## src/rtl/safe_pkg.sv

```systemverilog
// Shared types and helpers for the parametrised combination lock.
package safe_pkg;

    // Top-level lock state.
    typedef enum logic [1:0] {
        LOCKED  = 2'd0,
        OPEN    = 2'd1,
        LOCKOUT = 2'd2
    } safe_state_t;

    // Bits needed to hold values 0..max_val, never less than one bit.
    function automatic int unsigned cnt_w(input int unsigned max_val);
        return (max_val < 2) ? 1 : int'($clog2(max_val + 1));
    endfunction

endpackage

```

## src/rtl/safe_timer.sv

```systemverilog
// Loadable down-counter with a zero flag. It saturates at zero.
// One instance is shared by the idle timeout and the lockout timer.
module safe_timer
    import safe_pkg::*;
#(
    parameter int unsigned W = 4
) (
    input  logic         clk,
    input  logic         reset,
    input  logic         load,
    input  logic [W-1:0] load_val,
    input  logic         dec,
    output logic         zero
);

    logic [W-1:0] count_q;
    logic [W-1:0] count_d;

    // Load has priority over decrement; decrement stops at zero.
    always_comb begin
        count_d = count_q;
        if (load) begin
            count_d = load_val;
        end else if (dec && (count_q != '0)) begin
            count_d = count_q - 1'b1;
        end
    end

    // Counter register.
    always_ff @(posedge clk) begin
        if (reset) begin
            count_q <= '0;
        end else begin
            count_q <= count_d;
        end
    end

    assign zero = (count_q == '0);

endmodule

```

## src/rtl/param_safe.sv

```systemverilog
// Parametrised combination lock: digit entry, open/relock, reprogramming,
// lockout after repeated wrong entries and idle expiry of partial entries.
module param_safe
    import safe_pkg::*;
#(
    parameter int unsigned                    DATA_W         = 8,
    parameter int unsigned                    CODE_LEN       = 4,
    parameter logic [CODE_LEN*DATA_W-1:0]     DEFAULT_CODE   = 32'hbaadc0de,
    parameter int unsigned                    MAX_FAILS      = 3,
    parameter int unsigned                    LOCKOUT_CYCLES = 16,
    parameter int unsigned                    TIMEOUT_CYCLES = 8
) (
    input  logic                         clk,
    input  logic                         reset,
    input  logic [DATA_W-1:0]            din,
    input  logic                         din_valid,
    input  logic                         lock,
    input  logic                         prog_valid,
    input  logic [CODE_LEN*DATA_W-1:0]   prog_code,
    output logic                         unlocked,
    output logic                         locked_out,
    output logic                         fail
);

    localparam int unsigned CODE_W  = CODE_LEN * DATA_W;
    localparam int unsigned IDX_W   = cnt_w(CODE_LEN - 1);
    localparam int unsigned FAIL_W  = cnt_w(MAX_FAILS);
    // The timer is loaded with N-1 so that the zero flag marks the last
    // cycle of a window; this makes a window last exactly N cycles.
    localparam int unsigned TMR_MAX = ((LOCKOUT_CYCLES > TIMEOUT_CYCLES) ?
                                       LOCKOUT_CYCLES : TIMEOUT_CYCLES) - 1;
    localparam int unsigned TMR_W   = cnt_w(TMR_MAX);

    safe_state_t        state_q, state_d;
    logic [CODE_W-1:0]  code_q, code_d;
    logic [IDX_W-1:0]   idx_q, idx_d;
    logic               mism_q, mism_d;
    logic [FAIL_W-1:0]  fails_q, fails_d;
    logic               unlocked_q, locked_out_q, fail_q;
    logic               fail_d;

    logic [DATA_W-1:0]  code_digit [CODE_LEN];
    logic [FAIL_W-1:0]  fails_inc;
    logic               digit_bad;
    logic               tmr_load;
    logic [TMR_W-1:0]   tmr_val;
    logic               tmr_dec;
    logic               tmr_zero;

    // Split the stored code into digits, first digit in the top slice.
    generate
        for (genvar gi = 0; gi < CODE_LEN; gi++) begin : g_digit
            assign code_digit[gi] = code_q[CODE_W-1-gi*DATA_W -: DATA_W];
        end
    endgenerate

    assign fails_inc = fails_q + 1'b1;

    safe_timer #(
        .W (TMR_W)
    ) u_timer (
        .clk      (clk),
        .reset    (reset),
        .load     (tmr_load),
        .load_val (tmr_val),
        .dec      (tmr_dec),
        .zero     (tmr_zero)
    );

    // Next-state logic for the lock FSM, entry tracking and shared timer.
    always_comb begin
        state_d   = state_q;
        code_d    = code_q;
        idx_d     = idx_q;
        mism_d    = mism_q;
        fails_d   = fails_q;
        fail_d    = 1'b0;
        digit_bad = 1'b0;
        tmr_load  = 1'b0;
        tmr_val   = '0;
        tmr_dec   = 1'b0;
        case (state_q)
            LOCKED: begin
                if (din_valid) begin
                    digit_bad = (din != code_digit[idx_q]);
                    tmr_load  = 1'b1;
                    tmr_val   = TMR_W'(TIMEOUT_CYCLES - 1);
                    if (idx_q == IDX_W'(CODE_LEN - 1)) begin
                        idx_d  = '0;
                        mism_d = 1'b0;
                        if (!mism_q && !digit_bad) begin
                            state_d = OPEN;
                            fails_d = '0;
                        end else begin
                            fail_d  = 1'b1;
                            fails_d = fails_inc;
                            if (fails_inc == FAIL_W'(MAX_FAILS)) begin
                                state_d = LOCKOUT;
                                tmr_val = TMR_W'(LOCKOUT_CYCLES - 1);
                            end
                        end
                    end else begin
                        idx_d  = idx_q + 1'b1;
                        mism_d = mism_q | digit_bad;
                    end
                end else if (idx_q != '0) begin
                    // Idle with a partial entry: discard it when the window ends.
                    if (tmr_zero) begin
                        idx_d  = '0;
                        mism_d = 1'b0;
                    end else begin
                        tmr_dec = 1'b1;
                    end
                end
            end
            OPEN: begin
                if (prog_valid) begin
                    code_d = prog_code;
                end
                if (lock) begin
                    state_d = LOCKED;
                    idx_d   = '0;
                    mism_d  = 1'b0;
                end
            end
            LOCKOUT: begin
                if (tmr_zero) begin
                    state_d = LOCKED;
                    fails_d = '0;
                    idx_d   = '0;
                    mism_d  = 1'b0;
                end else begin
                    tmr_dec = 1'b1;
                end
            end
            default: begin
                state_d = LOCKED;
            end
        endcase
    end

    // State registers; outputs are registered from the next state so they
    // track the state register exactly.
    always_ff @(posedge clk) begin
        if (reset) begin
            state_q      <= LOCKED;
            code_q       <= DEFAULT_CODE;
            idx_q        <= '0;
            mism_q       <= 1'b0;
            fails_q      <= '0;
            unlocked_q   <= 1'b0;
            locked_out_q <= 1'b0;
            fail_q       <= 1'b0;
        end else begin
            state_q      <= state_d;
            code_q       <= code_d;
            idx_q        <= idx_d;
            mism_q       <= mism_d;
            fails_q      <= fails_d;
            unlocked_q   <= (state_d == OPEN);
            locked_out_q <= (state_d == LOCKOUT);
            fail_q       <= fail_d;
        end
    end

    assign unlocked   = unlocked_q;
    assign locked_out = locked_out_q;
    assign fail       = fail_q;

endmodule
```

## config.mk

```make
export PLATFORM = sky130hd
export DESIGN_NAME = param_safe
export DESIGN_NICKNAME = d
export VERILOG_FILES = /design/src/rtl/safe_pkg.sv /design/src/rtl/safe_timer.sv /design/src/rtl/param_safe.sv
export SDC_FILE = /design/constraint.sdc
export NUM_CORES = 1
export LEC_CHECK = 0
export ABC_AREA = 0
export ABC_CLOCK_PERIOD_IN_PS = 5570
export BUFFER_PORTS_ARGS = -buffer_cell sky130_fd_sc_hd__buf_4
export CAP_MARGIN = 20
export CORE_ASPECT_RATIO = 1.75
export CORE_MARGIN = 5
export CORE_UTILIZATION = 30
export CTS_BUF_LIST = sky130_fd_sc_hd__clkbuf_8
export CTS_CLUSTER_SIZE = 28
export DETAILED_ROUTE_END_ITERATION = 12
export PLACE_DENSITY = 0.59
export SLEW_MARGIN = 5
export SYNTH_ARGS = -nofsm -noshare
export SYNTH_HDL_FRONTEND = slang
export SYNTH_SLANG_ARGS = --single-unit
```

## constraint.sdc

```tcl
create_clock -name clk -period 5.57 [get_ports clk]
set_input_delay 0.8355 -clock clk [delete_from_list [all_inputs] [get_ports clk]]
set_output_delay 0.8355 -clock clk [all_outputs]
set_load 0.03 [all_outputs]
```

==> impl_metrics.py, run 1 <==
metrics = {
    "clocking": {
        "cts_tree": "built",
        "cts_buffers": 5,
        "numClockSinks": 46,
        "postCtsSetupRepairBufs": 0,
        "clock_path_buffers": 2,
        "cts_resized": 0,
        "cts.clk_slew.worst_paths_ns": 0.09,
        "cts_root_buf": "clkbuf_8",
        "cts_hold_buf": 0,
        "cts_htree_levels": 2,
        "worstSkewPairLatency_ns": 0.29,
    },
    "cells_and_area": {
        "area_delta_synth_final_pct": 23.04,
        "final_cells": 394,
        "nNetsFinal": 358,
        "drive_gt1_share_pct": 21.90,
        "stdcell_area_um2": 2846,
        "area.sequential_um2": 920.9,
        "multi_input_area_um2": 1286,
        "fin_util_pct": 37.62,
        "antenna_cells": 0,
        "n_fill_cell": 844,
    },
    "global_route": {
        "antenna_found_initial": 0,
        "overflow": 0,
        "grt_first_pass_wirelength_mm": 8.894,
        "grt_max_degree": 45,
        "grt_use_total_pct": 11.29,
        "grt_pass1_vias": 1906,
    },
    "synth": {
        "synth_flop_cell": "dfxtp_1",
        "synth_seq_cells": 46,
        "yosysMostFrequentCell": "nand2_1",
        "netlist_top_cells_area": "dfxtp_1 40%, nand2_1 13%, nand3b_1 5.8%, a21oi_1 5.0%, mux4_2 4.9%",
        "synth_nets": 321,
        "ys_seq_area_share_pct": 39.81,
        "yosysUniqueCellTypes": 41,
        "synth-edff-count": 0,
        "netlist_instances": 268,
        "async_flop_share_pct": 0,
        "yosysTopAreaCellShare_pct": 39.81,
        "synth_area_um2": 2313,
        "synth_common_cells": "78 x nand2_1, 46 x dfxtp_1, 23 x a21oi_1, 18 x nand3b_1, 15 x clkbuf_1",
        "syn_area_per_cell_um2": 8.632,
        "yosysWarnings": 0,
        "synth_area_leader_cell": "dfxtp_1",
    },
    "timing": {
        "timing.hold.ws_ns": 0.4595,
        "setup_viol": 0,
        "slew_headroom_pct": 33.70,
        "drv_slew": 0,
        "finalHoldViolCount": 0,
        "rsz0062_at_grt": "no",
        "fmax_mhz": 403.0,
        "finalSetupTns_ns": 0,
        "period_share_pct": 44.55,
        "setup_ws_ns": 3.089,
        "worst_slew_pin_slew_ns": 0.9944,
        "finalClockSkew_ns": 0.004972,
        "final.min_clock_period_ns": 2.481,
    },
    "power": {
        "total_leakage_power_nw": 1.179,
        "peakVddDrop_uv": 113.0,
        "switching_power_uw": 158.4,
        "pwr-share-seq_pct": 46.8,
        "pwr-share-clk_pct": 41.7,
        "total_power_uw": 731.2,
        "switching_share_pct": 21.66,
        "intPower_uw": 572.8,
        "p_per_area_nw_per_um2": 256.9,
        "pwr-share-comb_pct": 11.5,
    },
    "floorplan": {
        "io_pins": 48,
        "initial_core_util_pct": 30.57,
        "die-area_um2": 9637,
        "die_w_um": 76.38,
        "rows": 42,
        "core_region_area_um2": 7567,
        "die_h_um": 126.2,
    },
    "setup_path": {
        "slowest_delay_ns": 0.71,
        "timing_worst_setup_path_type": "reg2reg",
        "worst-endpoint-arrival_ns": 2.66,
        "worst_path_max_delay_cell": "dfxtp_1",
        "crit_required_ns": 5.74,
        "cp_max_fo": 14,
        "endpoint_kind": "flip-flop",
        "cp-start-kind": "flip-flop",
        "crit_chain": "mux4_1 > xnor2_1 > or4b_4 > nor2_2 > o41ai_1",
    },
    "run": {
        "drv_cap": 0,
    },
    "route": {
        "drtIter0Drc": 73,
        "drc": 0,
        "ant_nets": 0,
        "dr.pass1.iters": 4,
        "vias": 1909,
        "wirelength_mm": 5.388,
        "vias_per_cell": 4.845,
        "post_drt_wl_per_cell_um": 13.68,
    },
    "place": {
        "dp_cells": 386,
        "routabilityCongestion": 0.7836,
        "dp_hpwl_mm": 4.197,
        "io_buffer_count": 47,
        "pre_cts_slack_ns": 3.062,
        "placed_area_um2": 2704,
    },
    "min_path": {
        "hold_path.class": "reg2reg",
    },
    "outcome": {
        "run_status": "finished clean",
    },
}
-- cells by family (layout without fill, tap and decap cells) --
kind of cell,after synthesis,after routing,share of synthesized area (%)
fa+ha+maj,8,8,4.327
buf+inv,26,64,4.597
xor+xnor,10,10,3.786
simple gates,128,128,27.42
mux,11,11,8.870
compound gates,39,39,11.20
flops,46,46,39.81
-- worst paths after layout --
kind,start,to,slack [ns],depth (start not counted)
min,code_digit[13]$_SDFFE_PP0P_,code_digit[13]$_SDFFE_PP0P_,0.46,2
max reg2reg,idx_q[1]$_SDFFE_PP0P_,fails_q[1]$_SDFFE_PP0P_,3.09,5
max,idx_q[1]$_SDFFE_PP0P_,fails_q[1]$_SDFFE_PP0P_,3.09,5
min reg2reg,code_digit[13]$_SDFFE_PP0P_,code_digit[13]$_SDFFE_PP0P_,0.46,2
-- cell usage in the layout (no fill, tap or decap), types with 5 or more instances in the layout --
master    instances
a21oi_1          23
buf_4            47
clkbuf_8          6
dfxtp_1          46
ha_1              8
inv_1             9
mux4_2            5
nand2_1          78
nand3b_1         18
nor2_1            7
xor2_1            6
-- flip-flops by register name (all words and copies together) (netlist names) --
register / count
fail: 1
state_q: 2
code_digit: 32
fails_q: 2
idx_q: 2
locked_out: 1
mism_q: 1
u_timer.count_q: 4
unlocked: 1
-- layout make-up --
cell class	count	area share, %
Clock buffer	6	2.901
Multi-Input combinational cell	196	45.19
Timing Repair Buffer	47	12.40
Tap cell	88	3.868
Inverter	9	1.187
Sequential cell	46	32.35
Clock inverter	2	2.110
-- power groups by stage --
stage,Sequential (mW),Combinational [mW],Clock (mW)
after CTS,0.342,0.0855,0.313
after detailed placement,0.350,0.0853,0
after floorplan,0.344,0.0565,0
after global placement,0.350,0.0839,0
after global routing,0.343,0.0921,0.325
final,0.342,0.0842,0.305
-- worst max-delay path: cells and delay by family (launching register included) --
kind	cells	cell delay, ns
multiplexers	1	0.65
XOR/XNOR	1	0.22
AND/OR/NAND/NOR	2	0.69
AO/OA/AOI/OAI	1	0.10
flip-flops	1	0.71
-- per-layer routing --
metal | track usage, % | up-vias | part of all wire (%)
li1 | - | 988 | -
met1 | 11.86 | 881 | 40
met2 | 21.26 | 32 | 55
met3 | 2.643 | 8 | 4.1
met4 | 4.325 | 0 | 1.7
met5 | 0 | - | 0
Power figures use the tool's default switching activity.
==> run 2: changes to the inputs <==
Settings changed: ABC_CLOCK_PERIOD_IN_PS 5570 to 2600.
Clock period 5.57 ns to 2.6 ns, I/O delays scaled along.
==> impl_metrics.py, run 2 (same netlist as run 1, synthesis figures left out) <==
metrics = {
    "floorplan": {
        "die_w_um": 76.38,
        "io_pins": 48,
        "core_region_area_um2": 7567,
        "die_h_um": 126.2,
        "initial_core_util_pct": 30.57,
        "rows": 42,
        "die-area_um2": 9637,
    },
    "clocking": {
        "cts_buffers": 5,
        "cts_resized": 0,
        "cts.clk_slew.worst_paths_ns": 0.09,
        "clock_path_buffers": 2,
        "worstSkewPairLatency_ns": 0.30,
        "cts_tree": "built",
        "numClockSinks": 46,
        "postCtsSetupRepairBufs": 0,
        "cts_hold_buf": 0,
        "cts_root_buf": "clkbuf_8",
        "cts_htree_levels": 2,
    },
    "cells_and_area": {
        "drive_gt1_share_pct": 22.33,
        "nNetsFinal": 361,
        "area_delta_synth_final_pct": 21.80,
        "antenna_cells": 0,
        "n_fill_cell": 810,
        "final_cell_mix": "78 x nand2_1, 50 x buf_4, 46 x dfxtp_1",
        "largest_reg_flops": 32,
        "final_common_cell": "nand2_1",
        "final_cells": 397,
        "stdcell_area_um2": 2818,
    },
    "route": {
        "dr.pass1.iters": 4,
        "post_drt_wl_per_cell_um": 13.73,
        "wirelength_mm": 5.451,
        "drtIter0Drc": 113,
        "vias_per_cell": 4.786,
        "ant_nets": 0,
        "drc": 0,
        "vias": 1900,
    },
    "global_route": {
        "grt_pass1_vias": 1903,
        "grt_max_degree": 45,
        "overflow": 0,
        "antenna_found_initial": 0,
        "grt_first_pass_wirelength_mm": 9.114,
        "grt_use_total_pct": 11.67,
    },
    "timing": {
        "rsz0062_at_grt": "no",
        "final.min_clock_period_ns": 2.357,
        "finalClockSkew_ns": 0.007867,
        "period_share_pct": 90.65,
        "worst_slew_pin_slew_ns": 0.9681,
        "timing.hold.ws_ns": 0.3015,
        "fmax_mhz": 424.3,
        "finalHoldViolCount": 0,
        "finalSetupTns_ns": 0,
        "drv_slew": 0,
        "slew_headroom_pct": 35.46,
        "setup_viol": 0,
    },
    "setup_path": {
        "cp_max_fo": 11,
        "worst-endpoint-arrival_ns": 2.54,
        "timing_worst_setup_path_type": "reg2reg",
        "endpoint_kind": "flip-flop",
        "cp-start-kind": "flip-flop",
        "crit_required_ns": 2.78,
    },
    "power": {
        "p_per_area_nw_per_um2": 484.0,
        "total_leakage_power_nw": 1.174,
        "peakVddDrop_uv": 288.6,
    },
    "place": {
        "dp_hpwl_mm": 4.196,
        "routabilityCongestion": 0.7771,
        "dp_cells": 389,
        "placed_area_um2": 2726,
        "io_buffer_count": 47,
    },
    "min_path": {
        "hold_path.class": "in2reg",
    },
    "outcome": {
        "run_status": "finished clean",
    },
    "run": {
        "drv_cap": 0,
    },
}
run 2: path summary, 6_finish.rpt:
check / startpoint / to / slack [ns] / depth (start not counted)
min: prog_code[16] / code_digit[16]$_SDFFE_PP1P_ / 0.30 / 3
min reg2reg: code_digit[20]$_SDFFE_PP0P_ / code_digit[20]$_SDFFE_PP0P_ / 0.46 / 2
max reg2reg: idx_q[1]$_SDFFE_PP0P_ / fails_q[1]$_SDFFE_PP0P_ / 0.24 / 5
max: idx_q[1]$_SDFFE_PP0P_ / fails_q[1]$_SDFFE_PP0P_ / 0.24 / 5
run 2: worst max-delay path: stages (launching register included):
cell and delay (ns):
dfxtp_1 0.60, mux4_1 0.63, xor2_1 0.19, or4b_4 0.51, nor2_2 0.20, o41ai_1 0.10
run 2: layout make-up:
cell class	count	area, µm²	share of cell area (%)
clock inverter	2	8.758	0.3108
multi-input combinational	196	1286	45.65
tap	88	110.1	3.908
inverter	9	33.78	1.199
sequential	46	920.9	32.68
clock buffer	6	82.58	2.931
timing repair buffer	50	375.4	13.32
run 2: metal layers:
layer | GRT usage, % | share of wire, %
met1 | 12.45 | 39
met2 | 21.57 | 54
met4 | 4.325 | 2.2
met5 | 0 | 0
met3 | 3.071 | 4.5
run 2: power by group:
| part | total [mW] | switching (mW) | internal [mW] |
|---|---|---|---|
| logic | 0.191 | 0.0834 | 0.107 |
| clock network | 0.447 | 0.237 | 0.211 |
| registers | 0.726 | 0.0125 | 0.713 |
run 2: metrics by stage:
stage	util [%]	total power, mW	setup WS, ns
2_1_floorplan	-	0.8585	0.5500
3_3_place_gp	36.03	0.9313	0.2802
3_5_place_dp	36.03	0.9345	0.2281
4_1_cts	37.24	1.380	0.2199
5_1_grt	37.24	1.434	0.1033
6_report	37.24	1.364	0.2431
